## config.mk

```make
export PLATFORM = sky130hd
export DESIGN_NAME = fetch_unit
export DESIGN_NICKNAME = d
export VERILOG_FILES = /design/src/rtl/mips_pkg.sv /design/src/rtl/fetch_fifo.sv /design/src/rtl/fetch_unit.sv
export SDC_FILE = /design/constraint.sdc
export NUM_CORES = 1
export LEC_CHECK = 0
export ABC_CLOCK_PERIOD_IN_PS = 9100
export CAP_MARGIN = 20
export CORE_MARGIN = 2
export CORE_UTILIZATION = 30
export DETAILED_ROUTE_END_ITERATION = 10
export GPL_ROUTABILITY_DRIVEN = 0
export GPL_TIMING_DRIVEN = 0
export PLACE_DENSITY = 0.45
export SLEW_MARGIN = 20
export SYNTH_ARGS = -nofsm -noshare
export SYNTH_HDL_FRONTEND = slang
export SYNTH_HIERARCHICAL = 1
export SYNTH_SLANG_ARGS = --single-unit
```

## constraint.sdc

```tcl
create_clock -name clk -period 9.1 [get_ports clk]
set_clock_uncertainty 0.2 [all_clocks]
set_input_delay 1.365 -clock clk [delete_from_list [all_inputs] [get_ports clk]]
set_output_delay 1.365 -clock clk [all_outputs]
set_load 0.05 [all_outputs]
```

## src/rtl/mips_pkg.sv

```systemverilog
// Shared front-end constants, fetch FSM encoding and the buffered-instruction entry type.
package mips_pkg;

  localparam logic [31:0] RESET_PC_DEFAULT = 32'h0000_0000;
  localparam int          FETCH_DEPTH      = 4;

  typedef enum logic [1:0] {
    ST_IDLE  = 2'd0,
    ST_FETCH = 2'd1,
    ST_STALL = 2'd2
  } fetch_state_e;

  typedef struct packed {
    logic [31:0] pc;
    logic [31:0] word;
  } fetch_entry_t;

endpackage

```

## src/rtl/fetch_fifo.sv

```systemverilog
// Instruction buffer of DEPTH {pc, word} entries; a pushed entry is visible at the head next cycle.
// No backpressure of its own: the fetch credit scheme keeps it from overflowing; clear empties it.
module fetch_fifo
  import mips_pkg::*;
#(
  parameter int DEPTH = FETCH_DEPTH,
  localparam int AW = $clog2(DEPTH)
) (
  input  logic         clk,
  input  logic         rst_n,
  input  logic         push,
  input  fetch_entry_t push_dat,
  input  logic         pop,
  input  logic         clear,
  output fetch_entry_t head,
  output logic [AW:0]  count
);

  fetch_entry_t  mem [DEPTH];
  fetch_entry_t  last_q;
  logic [AW-1:0] rd_ptr;
  logic [AW-1:0] wr_ptr;
  logic [AW:0]   count_q;
  logic          do_push;
  logic          do_pop;

  assign do_pop  = pop && (count_q != '0);
  assign do_push = push && (count_q != (AW+1)'(DEPTH));

  always_ff @(posedge clk or negedge rst_n) begin
    if (!rst_n) begin
      for (int i = 0; i < DEPTH; i++) mem[i] <= '0;
      rd_ptr  <= '0;
      wr_ptr  <= '0;
      count_q <= '0;
      last_q  <= '0;
    end else begin
      last_q <= head;
      if (clear) begin
        rd_ptr  <= '0;
        wr_ptr  <= '0;
        count_q <= '0;
      end else begin
        if (do_push) begin
          mem[wr_ptr] <= push_dat;
          wr_ptr      <= wr_ptr + 1'b1;
        end
        if (do_pop) rd_ptr <= rd_ptr + 1'b1;
        count_q <= count_q + (AW+1)'(do_push) - (AW+1)'(do_pop);
      end
    end
  end

  // When empty, keep presenting the last head rather than a stale slot.
  assign head  = (count_q != '0) ? mem[rd_ptr] : last_q;
  assign count = count_q;

endmodule

```

## src/rtl/fetch_unit.sv

```systemverilog
// Instruction fetch: credit-limited requests to imem, in-order responses buffered in fetch_fifo.
// Returned word visible one cycle later; requests pause while buffered + in-flight words reach DEPTH.
module fetch_unit
  import mips_pkg::*;
#(
  parameter logic [31:0] RESET_PC = RESET_PC_DEFAULT,
  parameter int          DEPTH    = FETCH_DEPTH
) (
  input  logic        clk,
  input  logic        rst_n,
  output logic        imem_req,
  output logic [31:0] imem_addr,
  input  logic        imem_gnt,
  input  logic        imem_rvalid,
  input  logic [31:0] imem_rdata,
  output logic        inst_valid,
  input  logic        inst_ready,
  output logic [31:0] instruction,
  output logic [31:0] inst_pc,
  input  logic        redirect,
  input  logic [31:0] redirect_addr
);

  localparam int CW = $clog2(DEPTH) + 1;

  fetch_state_e  state_q, state_d;
  logic [31:0]   pc_q, pc_d;
  logic [31:0]   resp_pc_q, resp_pc_d;
  logic [31:0]   target;
  logic [CW-1:0] outstanding_q, outstanding_d;
  logic [CW-1:0] drop_q, drop_d;
  logic [CW-1:0] occupancy, occupancy_d, credit_d;
  logic          grant, push, pop;
  fetch_entry_t  resp_entry, head;

  assign target     = {redirect_addr[31:2], 2'b00};
  assign grant      = imem_req && imem_gnt;
  assign pop        = inst_valid && inst_ready;
  assign push       = imem_rvalid && (drop_q == '0) && !redirect;
  assign resp_entry = {resp_pc_q, imem_rdata};

  fetch_fifo #(.DEPTH(DEPTH)) u_fifo (
    .clk      (clk),
    .rst_n    (rst_n),
    .push     (push),
    .push_dat (resp_entry),
    .pop      (pop),
    .clear    (redirect),
    .head     (head),
    .count    (occupancy)
  );

  // Responses arrive in order, so the first kept response after a redirect belongs to the target.
  always_comb begin
    outstanding_d = outstanding_q + CW'(grant) - CW'(imem_rvalid);
    drop_d        = drop_q;
    if (redirect)                           drop_d = outstanding_d;
    else if (imem_rvalid && drop_q != '0)   drop_d = drop_q - CW'(1);
    pc_d = pc_q;
    if (redirect)   pc_d = target;
    else if (grant) pc_d = pc_q + 32'd4;
    resp_pc_d = resp_pc_q;
    if (redirect)  resp_pc_d = target;
    else if (push) resp_pc_d = resp_pc_q + 32'd4;
    occupancy_d = redirect ? '0 : occupancy + CW'(push) - CW'(pop);
    credit_d    = CW'(DEPTH) - occupancy_d - outstanding_d;
  end

  always_ff @(posedge clk or negedge rst_n) begin
    if (!rst_n) begin
      pc_q          <= RESET_PC;
      resp_pc_q     <= RESET_PC;
      outstanding_q <= '0;
      drop_q        <= '0;
    end else begin
      pc_q          <= pc_d;
      resp_pc_q     <= resp_pc_d;
      outstanding_q <= outstanding_d;
      drop_q        <= drop_d;
    end
  end

  always_ff @(posedge clk or negedge rst_n) begin
    if (!rst_n) state_q <= ST_IDLE;
    else        state_q <= state_d;
  end

  always_comb begin
    state_d = state_q;
    case (state_q)
      ST_IDLE:  state_d = ST_FETCH;
      ST_FETCH: if (credit_d == '0) state_d = ST_STALL;
      ST_STALL: if (credit_d != '0) state_d = ST_FETCH;
      default:  state_d = ST_IDLE;
    endcase
  end

  always_comb begin
    imem_req  = (state_q == ST_FETCH);
    imem_addr = pc_q;
  end

  assign inst_valid  = (occupancy != '0);
  assign instruction = head.word;
  assign inst_pc     = head.pc;

endmodule

```

==> impl_metrics.toml <==
[worst_setup_path]
start_kind = "primary input"
critPathKind = "in2reg"
cp-end-kind = "flop"
r2r-start = "drop_q[0]"
required_ns = 9.42
critPathArrivalTime_ns = 5.76
crit_start = "redirect"
crit_fanout = 10

[clocking]
clock_sinks = 395
htreeDepth = 2
insertion_delay_ns = 0.58
clkTransAtPathRegs_ns = 0.06
cts_tree = "built"
ctsResizeCount = 0
clockBufferDepth = 3
numCtsBuffers = 49
post_cts_buffers = 0
ctsHoldBuffers = 0
cts_root_buf = "clkbuf_16"

[power]
peakVddDrop_mv = 0.145
p_total_mw = 6.29
p_leak_nw = 9.99
p_per_area_nw_per_um2 = 273

[sta]
finalCritPeriodShare_pct = 59.8
worstMarginPinSlew_ns = 1.01
rsz0062_at_grt = "false"
slew_headroom_pct = 32.9
hold_ws_ns = 0.292
fin_setup_tns_ns = 0
setup_viol = 0
hold_violations = 0
max_freq_ghz = 0.184
maxSlewViolCount = 0
fin_crit_ns = 5.44

[drt]
dr.pass1.iters = 4
drt_iter0_drc = 515
routed_wire_length_per_instance_um = 20.6
drc = 0
routed_wl_mm = 48.5
vias = 11400
ant_nets = 0
drt-vias-per-instance = 4.84

[layout]
multi_input_area_um2 = 8180
seqCellArea_um2 = 9880
layout-drive-gt1-share_pct = 34.9
fin_util_pct = 37.4
antenna_cells = 0
syn_to_final_growth_pct = 23.6
instances_no_fill = 2361
final_nets = 1578
fillCellCount = 5849

[synth]
synth_ff_type = "dfrtp_1"
syn-cell-area_um2 = 18700
syn_avg_cell_area_um2 = 14.8
yosysSeqAreaShare_pct = 53.0
synth.distinct_cells = 63
synth_warnings = 6
synth_seq_cells = 395
netlist_instances = 1259
synthArstFlopShare_pct = 100
synth_edf_count = 0

[hold_path]
min_from = "u_fifo/last_q[37]"
worstHoldPathType = "reg2reg"

[die]
die_x_um = 253
start_util_pct = 30.3
io_pins = 168
core_um2 = 61600
rows = 91
die_h_um = 253
die_area_um2 = 64200

[placed_design]
dp_hpwl_mm = 32.3
portBuffers = 163
placed_cells = 2274

[outcome]
outcome = "complete, no violations"

[grt]
grt_start_max_net_pins = 96
globalRoute.totalOverflow = 0
grt_pass1_wl_mm = 75.6
grt_antenna_before_repair = 1
grt_pass1_vias = 12400
track_usage_pct = 15.4

[job]
drv_cap = 0
## registers in the layout, summed over array words and instances (netlist names)
name / cells
drop_q: 3
imem_addr: 30
outstanding_q: 3
resp_pc_q: 30
state_q: 2
u_fifo/count: 3
u_fifo/last_q: 64
u_fifo/mem: 256
u_fifo/rd_ptr: 2
u_fifo/wr_ptr: 2
## through the flow
step	setup slack (ns)	cell area, um^2
4_1_cts	3.64	23100
2_1_floorplan	4.67	18700
6_report	3.66	23100
3_5_place_dp	3.04	21500
5_1_grt	3.35	23100
3_3_place_gp	-11.77	21400
## area by class of cell
type	instances	share of cell area, %
Buffer	75	2.43
Tap cell	837	4.54
Sequential cell	395	42.9
Clock buffer	73	6.11
Multi-Input combinational cell	775	35.5
Timing Repair Buffer	169	7.66
Inverter	23	0.374
Clock inverter	14	0.580
## cell usage in the layout (no fill, tap or decap), types with 15 or more instances in the layout
cell               n
clkdlybuf4s50_1  162
nor4_1            19
clkbuf_16         51
nand3_1           27
or4_1             17
a21oi_1           15
mux2_2           209
mux4_2            64
a31oi_1           23
o31ai_1           17
buf_2             22
ha_1              17
dfrtp_1          395
clkbuf_1          44
nand2_1           27
nor3_1            18
mux2_4           120
inv_1             22
nor2_1            44
## worst max-delay path, cell delays in order
cell and delay [ns]:
clkdlybuf4s50_1 0.75, clkbuf_1 0.44, clkbuf_1 0.54, nor2_1 0.29
inv_1 0.12, ha_1 0.23, inv_1 0.05, ha_1 0.13
inv_1 0.05, fa_1 0.50, nor2_1 0.06, ha_1 0.30
inv_1 0.04, ha_1 0.20, xnor2_1 0.17, xnor2_1 0.16
xnor2_1 0.17, and3_1 0.18
## kinds of logic (layout without fill, tap and decap cells)
| kind of cell | Yosys count | in the layout | synth area share (%) |
|---|---|---|---|
| adder cells (fa/ha/maj) | 20 | 20 | 1.46 |
| flip-flops | 395 | 395 | 53.0 |
| other | 1 | 10 | 0.0201 |
| AO/OA/AOI/OAI | 97 | 97 | 3.48 |
| XOR/XNOR | 28 | 28 | 1.47 |
| multiplexers | 394 | 394 | 30.0 |
| buffers and inverters | 98 | 354 | 3.46 |
| AND/OR/NAND/NOR | 226 | 226 | 7.10 |
## power breakdown
part           internal [mW]  total, mW  switching, mW
Combinational          0.882       2.07           1.19
Sequential              2.13       2.33          0.197
Clock                   1.12       1.89          0.768
Total                   4.13       6.29           2.16
## synthesized netlist by cell type, types with 4 or more instances
cell	n	area share (%)
nor2b_1	4	0.13
and4_1	9	0.42
a21oi_1	15	0.40
ha_1	17	1.1
and3_1	6	0.20
buf_1	8	0.16
dfrtp_1	395	53
mux2_4	120	9.7
buf_12	14	1.5
clkbuf_1	27	0.54
mux2_2	209	13
o21ai_0	14	0.38
nor3_1	18	0.48
inv_1	22	0.44
xnor2_1	14	0.66
or3_1	8	0.27
a311oi_1	6	0.28
buf_2	21	0.56
a31oi_1	23	0.77
or4_1	17	0.68
nor2_1	44	0.89
nand2_1	27	0.54
xor2_1	12	0.56
nor4_1	20	0.67
o31ai_1	17	0.68
mux4_2	64	7.7
nand3_1	27	0.72
a211oi_1	8	0.32
and2_1	4	0.13
nand4_1	14	0.47
## per-layer routing
layer | GRT usage, % | vias up | share of wire [%]
met5 | 0 | - | 0.027
met4 | 5.46 | 2 | 2.7
met3 | 2.49 | 82 | 3.7
met2 | 24.9 | 232 | 47
met1 | 21.0 | 5935 | 47
li1 | - | 5184 | -
## final timing paths
path                       slack [ns]                 to  depth (start not counted)
min reg2reg                      0.29  u_fifo/last_q[37]                          1
max in group asynchronous        6.90  u_fifo/last_q[26]                          3
min                              0.29  u_fifo/last_q[37]                          1
max                              3.66         state_q[1]                         18
max reg2reg                      5.06         state_q[1]                         18
min in group asynchronous        0.50      imem_addr[23]                          1
(Power assumes the default switching activity.)
